[src/rtl/exe_div_seq_pkg.sv]
// Shared definitions for the execute-stage divide sequencer.
// Operation codes, state encoding and magnitude helper.
package exe_div_seq_pkg;

    localparam int XLEN     = 32;
    localparam int DIV_ITER = 32;

    localparam logic [2:0] INST_DIV  = 3'b100;
    localparam logic [2:0] INST_DIVU = 3'b101;
    localparam logic [2:0] INST_REM  = 3'b110;
    localparam logic [2:0] INST_REMU = 3'b111;

    typedef enum logic [1:0] {
        DIV_IDLE,
        DIV_CALC,
        DIV_DONE
    } div_state_e;

    function automatic logic [XLEN-1:0] abs_val(input logic [XLEN-1:0] v);
        return v[XLEN-1] ? -v : v;
    endfunction

endpackage

[src/rtl/exe_div_seq.sv]
// Multi-cycle restoring radix-2 divider for DIV/DIVU/REM/REMU.
// Holds the pipeline via stall_req_o until a registered result is ready.
module exe_div_seq
    import exe_div_seq_pkg::*;
#(
    parameter int DATA_WIDTH = 32,
    parameter int CNT_WIDTH  = 6
) (
    input  logic                  clk_i,
    input  logic                  rst_i,
    input  logic                  start_i,
    input  logic [2:0]            funct3_i,
    input  logic [DATA_WIDTH-1:0] op1_i,
    input  logic [DATA_WIDTH-1:0] op2_i,
    input  logic [4:0]            reg_waddr_i,
    input  logic                  flush_i,
    output logic                  stall_req_o,
    output logic                  busy_o,
    output logic                  done_o,
    output logic [DATA_WIDTH-1:0] result_o,
    output logic [4:0]            reg_waddr_o
);

    localparam logic [DATA_WIDTH-1:0] MIN_NEG = {1'b1, {(DATA_WIDTH-1){1'b0}}};
    localparam logic [CNT_WIDTH-1:0]  LAST    = CNT_WIDTH'(DIV_ITER - 1);

    div_state_e state_q, state_d;

    logic [CNT_WIDTH-1:0]  cnt_q;
    logic [2:0]            funct3_q;
    logic [4:0]            waddr_q;
    logic                  sign1_q;
    logic                  sign2_q;
    logic [DATA_WIDTH-1:0] quot_q;
    logic [DATA_WIDTH-1:0] dvsr_q;
    logic [DATA_WIDTH-1:0] rem_q;
    logic [DATA_WIDTH-1:0] result_q;

    logic                  accept;
    logic                  in_signed;
    logic                  in_rem;
    logic                  div_zero;
    logic                  ovf;
    logic                  special;
    logic [DATA_WIDTH-1:0] special_res;

    logic                  q_rem;
    logic [DATA_WIDTH:0]   rem_sh;
    logic [DATA_WIDTH:0]   diff;
    logic                  fits;
    logic [DATA_WIDTH-1:0] rem_nx;
    logic [DATA_WIDTH-1:0] quot_nx;
    logic [DATA_WIDTH-1:0] quot_fin;
    logic [DATA_WIDTH-1:0] rem_fin;
    logic [DATA_WIDTH-1:0] calc_res;
    logic                  unused_diff_msb;

    // Operand decode for the instruction currently offered in IDLE
    assign accept    = (state_q == DIV_IDLE) && start_i && !flush_i;
    assign in_signed = (funct3_i == INST_DIV) || (funct3_i == INST_REM);
    assign in_rem    = (funct3_i == INST_REM) || (funct3_i == INST_REMU);
    assign div_zero  = (op2_i == '0);
    assign ovf       = in_signed && (op1_i == MIN_NEG) && (op2_i == '1);
    assign special   = div_zero || ovf;

    always_comb begin
        special_res = '0;
        if (div_zero)
            special_res = in_rem ? op1_i : '1;
        else
            special_res = in_rem ? '0 : MIN_NEG;
    end

    // One restoring step: shift {rem, quot} and trial-subtract the divisor
    assign q_rem   = (funct3_q == INST_REM) || (funct3_q == INST_REMU);
    assign rem_sh  = {rem_q, quot_q[DATA_WIDTH-1]};
    assign fits    = rem_sh >= {1'b0, dvsr_q};
    assign diff    = rem_sh - {1'b0, dvsr_q};
    assign rem_nx  = fits ? diff[DATA_WIDTH-1:0] : rem_sh[DATA_WIDTH-1:0];
    assign quot_nx = {quot_q[DATA_WIDTH-2:0], fits};

    assign unused_diff_msb = diff[DATA_WIDTH];

    assign quot_fin = (sign1_q ^ sign2_q) ? -quot_nx : quot_nx;
    assign rem_fin  = sign1_q ? -rem_nx : rem_nx;
    assign calc_res = q_rem ? rem_fin : quot_fin;

    always_ff @(posedge clk_i or posedge rst_i) begin
        if (rst_i)
            state_q <= DIV_IDLE;
        else
            state_q <= state_d;
    end

    always_comb begin
        state_d = state_q;
        unique case (state_q)
            DIV_IDLE: begin
                if (accept)
                    state_d = special ? DIV_DONE : DIV_CALC;
            end
            DIV_CALC: begin
                if (flush_i)
                    state_d = DIV_IDLE;
                else if (cnt_q == LAST)
                    state_d = DIV_DONE;
            end
            DIV_DONE: state_d = DIV_IDLE;
            default:  state_d = DIV_IDLE;
        endcase
    end

    always_ff @(posedge clk_i or posedge rst_i) begin
        if (rst_i) begin
            cnt_q    <= '0;
            funct3_q <= '0;
            waddr_q  <= '0;
            sign1_q  <= 1'b0;
            sign2_q  <= 1'b0;
            quot_q   <= '0;
            dvsr_q   <= '0;
            rem_q    <= '0;
            result_q <= '0;
        end else if (accept) begin
            funct3_q <= funct3_i;
            waddr_q  <= reg_waddr_i;
            sign1_q  <= in_signed && op1_i[DATA_WIDTH-1];
            sign2_q  <= in_signed && op2_i[DATA_WIDTH-1];
            quot_q   <= in_signed ? abs_val(op1_i) : op1_i;
            dvsr_q   <= in_signed ? abs_val(op2_i) : op2_i;
            rem_q    <= '0;
            cnt_q    <= '0;
            if (special)
                result_q <= special_res;
        end else if (state_q == DIV_CALC && !flush_i) begin
            rem_q  <= rem_nx;
            quot_q <= quot_nx;
            cnt_q  <= cnt_q + 1'b1;
            if (cnt_q == LAST)
                result_q <= calc_res;
        end
    end

    assign stall_req_o = accept || (state_q == DIV_CALC);
    assign busy_o      = (state_q != DIV_IDLE);
    assign done_o      = (state_q == DIV_DONE) && !flush_i;
    assign result_o    = result_q;
    assign reg_waddr_o = waddr_q;

endmodule

[config.mk]
export PLATFORM = sky130hd
export DESIGN_NAME = exe_div_seq
export DESIGN_NICKNAME = d
export VERILOG_FILES = /design/src/rtl/exe_div_seq_pkg.sv /design/src/rtl/exe_div_seq.sv
export SDC_FILE = /design/constraint.sdc
export NUM_CORES = 1
export LEC_CHECK = 0
export BUFFER_PORTS_ARGS = -buffer_cell sky130_fd_sc_hd__buf_2
export CORE_MARGIN = 4
export CORE_UTILIZATION = 45
export CTS_CLUSTER_DIAMETER = 50
export DETAILED_ROUTE_END_ITERATION = 8
export PLACE_DENSITY = 0.72
export RECOVER_POWER = 100
export SLEW_MARGIN = 20
export SYNTH_ARGS = -nofsm -noshare
export SYNTH_HDL_FRONTEND = slang
export SYNTH_SLANG_ARGS = --single-unit
[constraint.sdc]
create_clock -name clk_i -period 6.1 [get_ports clk_i]
set_input_delay 0.915 -clock clk_i [delete_from_list [all_inputs] [get_ports clk_i]]
set_output_delay 0.915 -clock clk_i [all_outputs]
set_load 0.02 [all_outputs]
# Word level (Yosys, flattened, before mapping)
# Cells that the tools add are included.
# op_classes
n_shift	0
div	0
n_addsub	6
n_eq_ne	13
mul	0
magnitude_cmp	1
muxes	26
reduce_logical	21
bitwise	1
# ops
op	count
$mux 32	19
$neg 32->32	4
$eq 32x32->1 const B	2
$ge 33x32->1	1
$logic_not 32->1	1
$sub 32x32->32	1
$eq 3x3->1 const B	5
$mux 6	2
$logic_and 1x1->1	8
$mux 2	4
$add 6x1->6 const B	1
$eq 6x5->1 const B	1
$reduce_bool 2->1	3
$logic_or 1x1->1	5
$pmux 2 s2	1
$ne 3x3->1 const B	1
$reduce_and 3->1	1
$eq 2x1->1 const B	1
$eq 2x2->1 const B	1
$logic_not 2->1	1
$ne 2x1->1 const B	1
$ne 2x2->1 const B	1
$reduce_and 2->1	1
$logic_not 1->1	1
$xor 1x1->1	1
# totals
reg_bits	146
word_cells	78
ramBits	0
out_inout_bits	40
latchBits	0
rom_bits	0
in_bits	76
n_memories	0

# Depth between registers and ports, before layout
# depth
ltp_word	8
ltp_mapped	26
mapped_depth_nobuf	21

# Worst setup path before layout
# No wires, ideal clock.
# synth_timing
kind	register to register
startpoint	register rem_q[4]
endpoint	register result_q[28] (netlist: result_o[28])
required_ps	6017
n_path_buf	4
setup_ps	83
synth_period_minus_slack_ps	4735
arrival_time_ps	4652
setup_slack_ps	1365
path_stages_with_launch	23
cell_sequence	dfrtp_1 > ha_1 > buf_2 > nand4_1 > a2111oi_4 > o31ai_4 > nand2_4 > buf_1 > buf_2 > buf_2 > a21oi_1 > inv_1 > ha_1 > nand2_1 > or3_1 > nand2b_1 > o31ai_1 > a31oi_1 > nor2_1 > nor4bb_1 > nand2b_1 > mux2_2 > o21ai_0
# synth_between
elab_chain_cells	8
elab_cells_between_ends	11
cone_classes	3 x add/sub; 1 x order compare; 7 x mux
# synth_rtl
element	line_no	text
from (decl)	exe_div_seq.sv:36	logic [DATA_WIDTH-1:0] rem_q;
from (signal assigned)	exe_div_seq.sv:136	rem_q <= rem_nx;
$sub 32x32->32 / $ge 33x32->1 (equally long branches)	exe_div_seq.sv:78, exe_div_seq.sv:77	
$mux 32	exe_div_seq.sv:79	assign rem_nx = fits ? diff[DATA_WIDTH-1:0] : rem_sh[DATA_WIDTH-1:0];
$neg 32->32	exe_div_seq.sv:85	assign rem_fin = sign1_q ? -rem_nx : rem_nx;
$mux 32	exe_div_seq.sv:85	
$mux 32 (*)	exe_div_seq.sv:86	assign calc_res = q_rem ? rem_fin : quot_fin;
$mux 32 (*)	exe_div_seq.sv:139	if (cnt_q == LAST)
$mux 32 (*)	exe_div_seq.sv:135	end else if (state_q == DIV_CALC && !flush_i) begin
$mux 32 (*)	exe_div_seq.sv:124	end else if (accept) begin
to (signal assigned)	exe_div_seq.sv:134	result_q <= special_res;
to (signal assigned)	exe_div_seq.sv:140	result_q <= calc_res;
to (decl)	exe_div_seq.sv:37	logic [DATA_WIDTH-1:0] result_q;
# Every way passes the cells marked *; elsewhere a longest branch is shown, timed or not. The select of a mux whose other input is x is not followed.
# A chain may end at the register's enable or synchronous reset.

# Worst setup path after layout
# layout_timing
startpoint	register rem_q[3]
endpoint	register result_q[28] (netlist: result_o[28])
# The elaborated chain is that of the path after synthesis.

==> impl_metrics.ini <==
[status]
status = finished with violations
violations = capacitance limit, slew limit

[clock_network]
hold_buffers = 0
cts_tree = done
post_cts_buffers = 0
cts.sinks = 145
worstSkewPairLatency_ns = 0.45
cts_resized = 0
cts_buffer_depth = 2
h-tree-depth = 4
clock_tree.root_cell = clkbuf_16
numCtsBuffers = 17
clkTransAtPathRegs_ns = 0.07

[power_and_ir_drop]
cellLeakagePower_nw = 5.70
total_power_mw = 6.43
powerDensity_nw_per_um2 = 486
ir_drop_mv = 0.273

[drt]
wl_per_cell_um = 20.0
dr.pass1.iters = 6
vias_per_cell = 6.14
route.vias.total = 12100
drc = 0
postRouteAntennaNets = 0
drtIter0Drc = 1480
routed_wl_um = 39400

[layout]
design_area_um2 = 13200
nets = 1735
stdcell_count = 1967
syn2layout_area_growth_pct = 9.91
mostFrequentLayoutCell = nand2_1
drive_gt1_share_pct = 8.70
final_cell_mix = nand2_1, o21ai_0, dfrtp_1
diodes = 0
final_util_pct = 50.5

[worst_setup_path]
crit_path_end_kind = register
crit_arrival_ns = 6.04
cp.required_ns = 6.46
reg2reg_slack_ns = 0.42
worstPathCellList = ha_1 > nand3_1 > and2_4 > a2111oi_2 > o31ai_4 > nand2_4 > inv_4 > mux2i_1 > ha_1 > nand2_1 > or3_1 > nand2b_1 > o31ai_1 > a31oi_1 > nor2_1 > nor4bb_1 > nand2b_1 > mux2_2 > o21ai_0
rr_endpoint = result_o[28]
cp_max_fo = 31
path_class = reg2reg
critPathMaxStageDelay_ns = 0.64
critPathLaunchType = register
r2r_cells = 19
crit_slowest_cell = a2111oi_2
r2r_start = rem_q[3]

[sta]
finalSetupViolations = 0
fin_crit_sh_pct = 93.1
tightestPinTransition_ns = 3.92
slew_headroom_pct = -161
skew_ns = 0.00875
max_freq_ghz = 0.176
rsz0062_at_grt = false
fin_ws_ns = 0.422
drv_slew = 312
whs_ns = 0.467
finalHoldViolCount = 0
period_needed_ns = 5.68
setup_tns_ns = 0

[synthesis]
synth_seq_cells = 145
syn-cell-area_um2 = 12000
synth_top_area_share_pct = 30.1
synth_enable_flop_cells = 0
yosys_warnings = 0
async_flop_share_pct = 100
syn_nets = 1672
ys_seq_area_share_pct = 30.1
syn-instance-count = 1557
synth.distinct_cells = 88
synth_area_leaders = dfrtp_1, nand2_1, xnor2_1
synth_ff_type = dfrtp_1
yosysTopAreaCell = dfrtp_1
syn_area_per_cell_um2 = 7.73

[place]
hpwlAfterDp_um = 29500
dp_cells = 1936
place_congestion = 0.932
place_ws_ns = 0.665
placed_cell_area_um2 = 12800
portBuffers = 115

[grt]
grt_pass1_wl_um = 62600
grt_pass1_vias = 11500
grt.overflow.total = 0
grt_use_total_pct = 26.7
grt_start_max_net_pins = 100
antenna_found_initial = 0

[min_path]
holdPathEnd = result_o[4]
hold_class = reg2reg
hold_path_startpoint = result_o[4]
whs_path_depth = 2

[floorplanning]
core_area_um2 = 26200
num_rows = 59
ioPinCount = 116
initial_core_util_pct = 45.9
die_y_um = 172
dieArea_um2 = 29400
die_w_um = 172

[job]
drv_cap = 5
[critical path, delay by kind of cell (launching register included)]
| family | cells | cell delay (ns) |
|---|---|---|
| AO/OA/AOI/OAI | 5 | 1.43 |
| adder cells (fa/ha/maj) | 2 | 0.85 |
| buffers and inverters | 1 | 0.19 |
| flip-flops | 1 | 0.48 |
| multiplexers | 2 | 0.59 |
| AND/OR/NAND/NOR | 9 | 2.05 |
[sequential cells by signal, indices dropped and copies added (netlist names)]
name,flops
quot_q,32
sign1_q,1
dvsr_q,32
reg_waddr_o,5
funct3_q,2
state_q,2
rem_q,32
sign2_q,1
result_o,32
cnt_q,6
[layer usage]
layer,share of wire (%),vias up,track usage (%)
met5,0,-,0
met4,2.7,0,8.78
met3,7.2,72,3.93
met2,45,523,41.3
met1,45,5745,38.4
li1,-,5736,-
[worst max-delay path by stage]
stage,from,slack (ns),end
2_1_floorplan,rst_i,1.29,cnt_q[0]
3_3_place_gp,rem_q[7],0.91,result_o[28]
3_5_place_dp,rem_q[9],0.66,result_o[28]
4_1_cts,rem_q[9],0.61,result_o[28]
5_1_grt,rem_q[3],0.12,result_o[28]
6_report,rem_q[3],0.42,result_o[28]
[kinds of logic (layout without fill, tap and decap cells)]
family | after synthesis | count (layout) | synth area share, %
mux | 27 | 27 | 2.28
compound gates | 459 | 459 | 25.0
xor+xnor | 141 | 141 | 10.3
buf+inv | 143 | 218 | 4.81
flops | 145 | 145 | 30.1
simple gates | 603 | 603 | 23.4
fa+ha+maj | 39 | 39 | 4.12
[cells in the mapped netlist, types with 21 or more instances]
master / number
a21o_1: 21
a21oi_1: 90
a31oi_1: 45
clkbuf_1: 59
dfrtp_1: 145
ha_1: 38
inv_1: 56
mux2i_1: 24
nand2_1: 269
nand3_1: 28
nand4_1: 27
nor2_1: 122
nor3_1: 34
o21ai_0: 144
o31ai_1: 27
or3_1: 25
xnor2_1: 83
xor2_1: 58
[where the power goes]
part,internal (mW),switching [mW]
combinational,1.42,2.58
clock,0.531,0.491
sequential,1.16,0.253
[final cells by class]
class	count	area, um^2
fillers	2603	13000
multi-input cells	1269	7800
flip-flops and latches	145	3630
repair buffers	130	616
clock buffers	17	425
well taps	335	419
inverters	57	216
clock inverters	14	121
No activity file was read; power rests on OpenSTA's default activity.
